==> config.mk <==
export PLATFORM = sky130hd
export DESIGN_NAME = p18_layer_sequencer_flat
export DESIGN_NICKNAME = d
export VERILOG_FILES = /design/src/rtl/p18_layer_sequencer_if.sv /design/src/rtl/p18_layer_sequencer.sv /design/src/flat_wrapper.sv
export SDC_FILE = /design/constraint.sdc
export NUM_CORES = 1
export LEC_CHECK = 0
export CAP_MARGIN = 5
export CORE_ASPECT_RATIO = 0.6
export CORE_MARGIN = 8
export CORE_UTILIZATION = 40
export CTS_BUF_LIST = sky130_fd_sc_hd__clkbuf_8 sky130_fd_sc_hd__clkbuf_16
export CTS_CLUSTER_DIAMETER = 80
export DETAILED_ROUTE_END_ITERATION = 8
export PLACE_DENSITY = 0.67
export SKIP_CTS_REPAIR_TIMING = 1
export SYNTH_ARGS = -nofsm -noshare
export SYNTH_HDL_FRONTEND = slang
export SYNTH_SLANG_ARGS = --single-unit
==> constraint.sdc <==
create_clock -name clk -period 3.35 [get_ports clk]
set_clock_uncertainty 0.2 [all_clocks]
set_input_delay 0.8375 -clock clk [delete_from_list [all_inputs] [get_ports clk]]
set_output_delay 0.8375 -clock clk [all_outputs]
set_load 0.05 [all_outputs]
==> src/rtl/p18_layer_sequencer_if.sv <==
// Bus between the game logic and the layer sequencer: event pulses in,
// per-layer show masks, border override and status out.
interface p18_layer_sequencer_if;
  logic       frame_start;
  logic       start;
  logic       life_lost;
  logic       level_clear;
  logic [1:0] lives_left;
  logic       ball_show;
  logic       paddle_show;
  logic       blocks_show;
  logic       lives_show;
  logic       border_ovr;
  logic [5:0] border_color;
  logic       busy;
  logic [2:0] state_o;
  logic       freeze;

  // Game-logic side: issues events, observes display/status.
  modport master (
    output frame_start, start, life_lost, level_clear, lives_left,
    input  ball_show, paddle_show, blocks_show, lives_show,
    input  border_ovr, border_color, busy, state_o, freeze
  );

  // Sequencer side.
  modport slave (
    input  frame_start, start, life_lost, level_clear, lives_left,
    output ball_show, paddle_show, blocks_show, lives_show,
    output border_ovr, border_color, busy, state_o, freeze
  );
endinterface

==> src/rtl/p18_layer_sequencer.sv <==
// Frame-synchronous display-state controller for the layer video mux.
// Tracks IDLE/PLAY/BLINK/FLASH/OVER and drives per-layer show masks and a
// border colour override; display registers only change on frame_start so no
// layer switches mid-frame.
// Optional feature: define P18_SEQ_FREEZE_EN to drive freeze high while the
// state is BLINK, FLASH or OVER; otherwise freeze is tied low.
module p18_layer_sequencer #(
  parameter int          BLINK_FRAMES  = 8,
  parameter int          BLINK_COUNT   = 3,
  parameter int          FLASH_FRAMES  = 32,
  parameter int          FLASH_PERIOD  = 4,
  parameter logic [5:0]  FLASH_COLOR_A = 6'h3F,
  parameter logic [5:0]  FLASH_COLOR_B = 6'h30,
  parameter logic [5:0]  OVER_COLOR    = 6'h03
) (
  input logic                 clk,
  input logic                 rst,
  p18_layer_sequencer_if.slave bus
);

  typedef enum logic [2:0] {
    S_IDLE  = 3'd0,
    S_PLAY  = 3'd1,
    S_BLINK = 3'd2,
    S_FLASH = 3'd3,
    S_OVER  = 3'd4
  } state_t;

  // frame_cnt is shared by BLINK and FLASH; phase_cnt counts on/off phases in
  // BLINK and frames within a colour phase in FLASH.
  localparam int BFW = (BLINK_FRAMES > 1) ? $clog2(BLINK_FRAMES) : 1;
  localparam int FFW = (FLASH_FRAMES > 1) ? $clog2(FLASH_FRAMES) : 1;
  localparam int FCW = (BFW > FFW) ? BFW : FFW;
  localparam int BPW = (2 * BLINK_COUNT > 1) ? $clog2(2 * BLINK_COUNT) : 1;
  localparam int FPW = (FLASH_PERIOD > 1) ? $clog2(FLASH_PERIOD) : 1;
  localparam int PCW = (BPW > FPW) ? BPW : FPW;

  localparam logic [FCW-1:0] BLINK_LAST  = FCW'(BLINK_FRAMES - 1);
  localparam logic [FCW-1:0] FLASH_LAST  = FCW'(FLASH_FRAMES - 1);
  localparam logic [PCW-1:0] BPHASE_LAST = PCW'(2 * BLINK_COUNT - 1);
  localparam logic [PCW-1:0] FPHASE_LAST = PCW'(FLASH_PERIOD - 1);

  state_t           state_q, state_d;
  logic [FCW-1:0]   frame_cnt_q, frame_cnt_d;
  logic [PCW-1:0]   phase_cnt_q, phase_cnt_d;
  logic             phase_q, phase_d;

  logic             ball_show_q, ball_show_d;
  logic             paddle_show_q, paddle_show_d;
  logic             blocks_show_q, blocks_show_d;
  logic             lives_show_q, lives_show_d;
  logic             border_ovr_q, border_ovr_d;
  logic [5:0]       border_color_q, border_color_d;

  // State and sequence counters.
  always_ff @(posedge clk or posedge rst) begin
    if (rst) begin
      state_q     <= S_IDLE;
      frame_cnt_q <= '0;
      phase_cnt_q <= '0;
      phase_q     <= 1'b0;
    end else begin
      state_q     <= state_d;
      frame_cnt_q <= frame_cnt_d;
      phase_cnt_q <= phase_cnt_d;
      phase_q     <= phase_d;
    end
  end

  // Next-state logic; level_clear is checked first so it wins over life_lost.
  always_comb begin
    state_d     = state_q;
    frame_cnt_d = frame_cnt_q;
    phase_cnt_d = phase_cnt_q;
    phase_d     = phase_q;
    unique case (state_q)
      S_IDLE, S_OVER: begin
        if (bus.start) state_d = S_PLAY;
      end
      S_PLAY: begin
        if (bus.level_clear) begin
          state_d     = S_FLASH;
          frame_cnt_d = '0;
          phase_cnt_d = '0;
          phase_d     = 1'b0;
        end else if (bus.life_lost) begin
          if (bus.lives_left != 2'd0) begin
            state_d     = S_BLINK;
            frame_cnt_d = '0;
            phase_cnt_d = '0;
            phase_d     = 1'b0;
          end else begin
            state_d = S_OVER;
          end
        end
      end
      S_BLINK: begin
        if (bus.frame_start) begin
          if (frame_cnt_q == BLINK_LAST) begin
            frame_cnt_d = '0;
            phase_d     = ~phase_q;
            if (phase_cnt_q == BPHASE_LAST) begin
              state_d = S_PLAY;
            end else begin
              phase_cnt_d = phase_cnt_q + 1'b1;
            end
          end else begin
            frame_cnt_d = frame_cnt_q + 1'b1;
          end
        end
      end
      S_FLASH: begin
        if (bus.frame_start) begin
          if (frame_cnt_q == FLASH_LAST) begin
            state_d = S_PLAY;
          end else begin
            frame_cnt_d = frame_cnt_q + 1'b1;
          end
          if (phase_cnt_q == FPHASE_LAST) begin
            phase_cnt_d = '0;
            phase_d     = ~phase_q;
          end else begin
            phase_cnt_d = phase_cnt_q + 1'b1;
          end
        end
      end
      default: state_d = S_IDLE;
    endcase
  end

  // Display registers: decode the current (pre-transition) state on frame_start only.
  always_comb begin
    ball_show_d    = ball_show_q;
    paddle_show_d  = paddle_show_q;
    blocks_show_d  = blocks_show_q;
    lives_show_d   = lives_show_q;
    border_ovr_d   = border_ovr_q;
    border_color_d = border_color_q;
    if (bus.frame_start) begin
      ball_show_d    = 1'b0;
      paddle_show_d  = 1'b0;
      blocks_show_d  = 1'b1;
      lives_show_d   = 1'b0;
      border_ovr_d   = 1'b0;
      border_color_d = 6'h00;
      unique case (state_q)
        S_PLAY: begin
          ball_show_d   = 1'b1;
          paddle_show_d = 1'b1;
          lives_show_d  = 1'b1;
        end
        S_BLINK: begin
          paddle_show_d = phase_q;
          lives_show_d  = 1'b1;
        end
        S_FLASH: begin
          paddle_show_d  = 1'b1;
          blocks_show_d  = 1'b0;
          lives_show_d   = 1'b1;
          border_ovr_d   = 1'b1;
          border_color_d = phase_q ? FLASH_COLOR_B : FLASH_COLOR_A;
        end
        S_OVER: begin
          border_ovr_d   = 1'b1;
          border_color_d = OVER_COLOR;
        end
        default: ;
      endcase
    end
  end

  // Display register bank.
  always_ff @(posedge clk or posedge rst) begin
    if (rst) begin
      ball_show_q    <= 1'b0;
      paddle_show_q  <= 1'b0;
      blocks_show_q  <= 1'b0;
      lives_show_q   <= 1'b0;
      border_ovr_q   <= 1'b0;
      border_color_q <= 6'h00;
    end else begin
      ball_show_q    <= ball_show_d;
      paddle_show_q  <= paddle_show_d;
      blocks_show_q  <= blocks_show_d;
      lives_show_q   <= lives_show_d;
      border_ovr_q   <= border_ovr_d;
      border_color_q <= border_color_d;
    end
  end

`ifdef P18_SEQ_FREEZE_EN
  logic freeze_q, freeze_d;

  // freeze tracks the next state so it switches on the same edge as state_q.
  always_comb begin
    freeze_d = (state_d == S_BLINK) || (state_d == S_FLASH) || (state_d == S_OVER);
  end

  // Freeze register.
  always_ff @(posedge clk or posedge rst) begin
    if (rst) freeze_q <= 1'b0;
    else     freeze_q <= freeze_d;
  end

  assign bus.freeze = freeze_q;
`else
  assign bus.freeze = 1'b0;
`endif

  assign bus.ball_show    = ball_show_q;
  assign bus.paddle_show  = paddle_show_q;
  assign bus.blocks_show  = blocks_show_q;
  assign bus.lives_show   = lives_show_q;
  assign bus.border_ovr   = border_ovr_q;
  assign bus.border_color = border_color_q;
  assign bus.busy         = (state_q == S_BLINK) || (state_q == S_FLASH);
  assign bus.state_o      = state_q;

endmodule

==> src/flat_wrapper.sv <==
// flat-port wrapper written by rule: the top's interface ports become plain ports
module p18_layer_sequencer_flat 
#(
  parameter int          BLINK_FRAMES  = 8,
  parameter int          BLINK_COUNT   = 3,
  parameter int          FLASH_FRAMES  = 32,
  parameter int          FLASH_PERIOD  = 4,
  parameter logic [5:0]  FLASH_COLOR_A = 6'h3F,
  parameter logic [5:0]  FLASH_COLOR_B = 6'h30,
  parameter logic [5:0]  OVER_COLOR    = 6'h03
)
  (clk, rst, bus_frame_start, bus_start, bus_life_lost, bus_level_clear, bus_lives_left, bus_ball_show, bus_paddle_show, bus_blocks_show, bus_lives_show, bus_border_ovr, bus_border_color, bus_busy, bus_state_o, bus_freeze);
  p18_layer_sequencer_if bus_i ();
  input logic clk;
  input logic rst;
  input wire logic [$bits(bus_i.frame_start)-1:0] bus_frame_start;
  input wire logic [$bits(bus_i.start)-1:0] bus_start;
  input wire logic [$bits(bus_i.life_lost)-1:0] bus_life_lost;
  input wire logic [$bits(bus_i.level_clear)-1:0] bus_level_clear;
  input wire logic [$bits(bus_i.lives_left)-1:0] bus_lives_left;
  output wire logic [$bits(bus_i.ball_show)-1:0] bus_ball_show;
  output wire logic [$bits(bus_i.paddle_show)-1:0] bus_paddle_show;
  output wire logic [$bits(bus_i.blocks_show)-1:0] bus_blocks_show;
  output wire logic [$bits(bus_i.lives_show)-1:0] bus_lives_show;
  output wire logic [$bits(bus_i.border_ovr)-1:0] bus_border_ovr;
  output wire logic [$bits(bus_i.border_color)-1:0] bus_border_color;
  output wire logic [$bits(bus_i.busy)-1:0] bus_busy;
  output wire logic [$bits(bus_i.state_o)-1:0] bus_state_o;
  output wire logic [$bits(bus_i.freeze)-1:0] bus_freeze;
  assign bus_i.frame_start = bus_frame_start;
  assign bus_i.start = bus_start;
  assign bus_i.life_lost = bus_life_lost;
  assign bus_i.level_clear = bus_level_clear;
  assign bus_i.lives_left = bus_lives_left;
  assign bus_ball_show = bus_i.ball_show;
  assign bus_paddle_show = bus_i.paddle_show;
  assign bus_blocks_show = bus_i.blocks_show;
  assign bus_lives_show = bus_i.lives_show;
  assign bus_border_ovr = bus_i.border_ovr;
  assign bus_border_color = bus_i.border_color;
  assign bus_busy = bus_i.busy;
  assign bus_state_o = bus_i.state_o;
  assign bus_freeze = bus_i.freeze;
  p18_layer_sequencer #(.BLINK_FRAMES(BLINK_FRAMES), .BLINK_COUNT(BLINK_COUNT), .FLASH_FRAMES(FLASH_FRAMES), .FLASH_PERIOD(FLASH_PERIOD), .FLASH_COLOR_A(FLASH_COLOR_A), .FLASH_COLOR_B(FLASH_COLOR_B), .OVER_COLOR(OVER_COLOR)) u_core (.clk(clk), .rst(rst), .bus(bus_i));
endmodule
== Word level (Yosys, flattened, before mapping) ==
Index checks and enable logic that the tools add are counted.

* Register bits after elaboration: 23
* Output and inout port bits: 16
* Logic and storage cells: 86

* Add/sub/neg operators: 2
* Eq/ne operators: 19
* Muxes and demuxes: 42
* Bitwise logic cells: 1
* Reduce and logical (&&, ||, !) cells: 12

{| class="wikitable"
|+ Operators by type and width
! operator !! number
|-
| 2-to-1 mux 3 bit || 17
|-
| 2-to-1 mux 5 bit || 7
|-
| AND reduction 7 bit || 3
|-
| one-hot mux 5 bit (3 select lines) || 1
|-
| one-hot mux 3 bit (4 select lines) || 1
|-
| one-hot mux 6 bit (2 select lines) || 1
|-
| 2-to-1 mux 1 bit || 11
|-
| inequality test 2 bit (second input constant) || 5
|-
| == test 3 x 2 -> 1 bit (second input constant) || 3
|-
| one-hot mux 3 bit (3 select lines) || 1
|-
| inequality test 2 x 1 -> 1 bit (second input constant) || 4
|-
| == test 3 bit (second input constant) || 2
|-
| AND reduction 6 bit || 1
|-
| OR reduction 2 bit || 3
|-
| adder 5 x 1 -> 5 bit (second input constant) || 1
|-
| == test 5 x 3 -> 1 bit (second input constant) || 1
|-
| == test 5 bit (second input constant) || 1
|-
| 2-to-1 mux 4 bit || 1
|-
| adder 3 x 1 -> 3 bit (second input constant) || 1
|-
| == test 3 x 1 -> 1 bit (second input constant) || 1
|-
| logical NOT 3 bit || 1
|-
| inequality test 3 x 2 -> 1 bit (second input constant) || 1
|-
| inequality test 3 bit (second input constant) || 1
|-
| one-hot mux 1 bit (3 select lines) || 1
|-
| 6 further kinds || 6
|}

== Depth between registers and ports, before layout ==
* Depth after elaboration: 5
* Depth in mapped cells: 7

== Least setup slack after synthesis ==
Ideal clock, no wire load.

* Path type: reg2out
* Start: reg u_core.state_q[2], in the netlist u_core.bus.state_o[2]
* End: out bus_busy
* Arrival time: 1.274 ns
* Path slack: 1.038 ns
* Stages on the path, launching flop included: 4
* Buffers on the path: 1
* Cell sequence: dfrtp_1 -> buf_2 -> nand2b_1 -> inv_2

* Longest elaborated chain between the ends: 2

{| class="wikitable"
|+ Ends and longest elaborated chain
! item !! RTL line !! text
|-
| start, declared || p18_layer_sequencer.sv:43 || <nowiki>state_t state_q, state_d;</nowiki>
|-
| start signal, assigned || p18_layer_sequencer.sv:63 || <nowiki>state_q <= state_d;</nowiki>
|-
| == test 3 x 2 -> 1 bit || p18_layer_sequencer.sv:216 || <nowiki>assign bus.busy = (state_q == S_BLINK) || (state_q == S_FLASH);</nowiki>
|-
| logical OR 1 bit (*) || p18_layer_sequencer.sv:216 ||
|-
| end, declared || flat_wrapper.sv:27 || <nowiki>output wire logic [$bits(bus_i.busy)-1:0] bus_busy;</nowiki>
|}

Mark *: on every way between the ends. The rest lies on a longest branch, timed or not.

== Final worst setup path ==
Same ends and word-level chain as after synthesis.

==> run metrics <==
Worst path slowest cell clkdlybuf4s50_1; Slew Limit Fails 0; status finished clean; die span in y just under 60 um; max-slew headroom at the worst pin 0.4773; Final nets 160; slowest stage delay, CP around 800 ps; Startpoint Class flop; Sw Share 0.4880; Leak about 0.63 nW; syn_area_per_cell between 9 and 10 sq um; most common cell after layout, fill and taps aside clkdlybuf4s50_1; post-synthesis async set-or-reset flop share 1.000; Clk Latency, worst-skew pair 260 ps; Max Clock Freq 319.4 MHz; TritonCTS Sinks 20; HP Class reg2reg; Comb power frac 0.577; share of layout cells above drive strength 1 0.1042; htree depth 1; Mapped Nets between 100 and 150; DR WL/cell between 15 and 20 um; Via Count just over 1000; # port buffers 22; maximum VDD drop roughly 370 uV; clock tree buffer depth 2; Reg area about 500 sq um; fillers about 260; #FFs+latches synth 20; Root Driver clkbuf_8; DRT antenna net count 0; row count 15; worst path cell trace nand2b_1 > inv_2 > clkdlybuf4s50_1; area of the multi-input gates a little over 600 sq um; Clk pwr share 0.112; Net Sw Power ~0.0007 W; Worst-Margin Slew between 700 and 800 ps; sequential power share 0.311; die area around 5100 sq um; Post-Route WL around 2.9 mm; 1st-pass router iterations 4; Synth cell types 42; P per Cell Area 949.4 nW/um^2; Final min period 3130 ps; Max Cap Viol 0; Ys Warns 0; Die X approximately 87 um; WP data required approximately 2300 ps; Worst path top cell family by delay buffers and inverters; dpl hpwl 2.157 mm; RSZ-0062 raised after global routing false; Initial DRC Count 86; Critical Path End Type output port; mapped cell area about 1200 sq um; gr usage total 0.1214; clock slew seen by the registers of the worst setup and hold paths approximately 70 ps; diode count 0; largest net degree at the start of global routing 21; setup violators final 0; GP Congestion about 0.9; register area share after synthesis 0.4149; Power Internal around 0.00072 W; final worst-path cycle share 0.9345; initial antenna violation count 0; area grow syn2layout 22.82%; Critical Path Fanout Max 12; first-pass GRT wire length approximately 4.9 mm; Avg Vias per Cell about 5.4; Most used DFF post-synth dfrtp_1; most frequent cells in the layout 22 x clkdlybuf4s50_1, 20 x dfrtp_1, 10 x nor2_1; vias in the first global route 1015; Hold Violations, Final 0; core area between 2000 and 3000 sq um; CTS tree built; I/O pin count 24; overflow left after global routing 0; Synth Instances approximately 130; Setup CP Type reg2out; Initial Util 0.4200; post-layout util 0.5159; DRC viols 0; Crit path buffers/inverters 2; CTS Buf Count 3; TNS Setup 0 ps; worst endpoint data arrival time around 2100 ps; Post-synth EDFFs 0
==> per-layer routing <==
layer,vias up,wire [um],track usage,part of all wire
met1,489,1462,0.1612,0.51
met5,-,0,0,0
li1,487,-,-,-
met2,30,1222,0.1773,0.42
met4,0,0,0.03893,0
met3,0,210,0.04438,0.073
==> stage by stage <==
step	hold WS [ps]	worst slack, ps	cells	total power, W	area [sq um]
after detailed placement	267.1	515.6	183	0.001251	1440
after global routing	293.0	104.0	186	0.001500	1481
after CTS	285.3	230.1	186	0.001416	1481
after floorplan	284.9	1038	126	0.001030	1206
after global placement	263.9	555.0	183	0.001232	1440
final	282.8	219.6	186	0.001406	1481
==> flip-flops by register name, summed over array words and instances, names as in the netlist <==
register                 cells
u_core.phase_cnt_q           3
u_core.bus.ball_show         1
u_core.phase_q               1
u_core.bus.border_ovr        1
u_core.frame_cnt_q           5
u_core.bus.border_color      3
u_core.bus.state_o           3
u_core.bus.paddle_show       1
u_core.bus.blocks_show       1
u_core.bus.lives_show        1
==> logic make-up (layout without fill, tap and decap cells) <==
family	Yosys count	after routing	share of synthesized area
and+or+nand+nor	39	39	0.1764
AOI/OAI and AO/OA	36	36	0.2220
DFF	20	20	0.4149
buffers and inverters	19	37	0.07573
adders and majority gates	6	6	0.06224
muxes	5	5	0.04564
other	1	1	0.003109
==> layout make-up <==
cell class / instances / share of cell area
inverter: 10 / 0.02534
multi-input combinational: 87 / 0.4147
tap: 42 / 0.03547
sequential: 20 / 0.3378
timing repair buffer: 24 / 0.1588
clock buffer: 3 / 0.02787
==> path summary, 6_finish.rpt <==
kind | start | end | slack, ps | cells past startpoint
min in group asynchronous | rst | u_core.phase_q | 820 | 2
setup reg to reg | u_core.frame_cnt_q[0] | u_core.frame_cnt_q[3] | 1040 | 7
hold / removal | u_core.bus.blocks_show | u_core.bus.blocks_show | 280 | 1
setup / recovery | u_core.bus.state_o[2] | bus_busy | 220 | 3
hold reg to reg | u_core.bus.blocks_show | u_core.bus.blocks_show | 280 | 1
max in group asynchronous | rst | u_core.frame_cnt_q[2] | 1640 | 2
==> power by group through the flow <==
stage	Sequential [W]	Combinational (W)	Clock, W
after floorplan	0.000570	0.000460	0
after global placement	0.000431	0.000801	0
after detailed placement	0.000440	0.000811	0
after CTS	0.000434	0.000817	0.000166
after global routing	0.000453	0.000877	0.000171
final	0.000437	0.000812	0.000158
==> cell usage after synthesis (all sizes together) (2+ instances only) <==
library cell  number  area, sq um
mux2               4        45.04
a21oi              6        30.03
nor3               4        30.03
inv               10        37.54
a21o               2        15.01
o2bb2ai            2        17.52
and3               2        12.51
a221oi             2        35.04
ha                 6        75.07
dfrtp             20        500.5
a211o              3        27.53
nand2              9        33.78
buf                6        42.54
nor2              10        37.54
nand2b             2        12.51
o211ai             3        22.52
o21ai             10        50.04
nand3              5        25.02
nor4b              2        17.52
clkbuf             3        11.26
No activity file was read; power rests on OpenSTA's default activity.
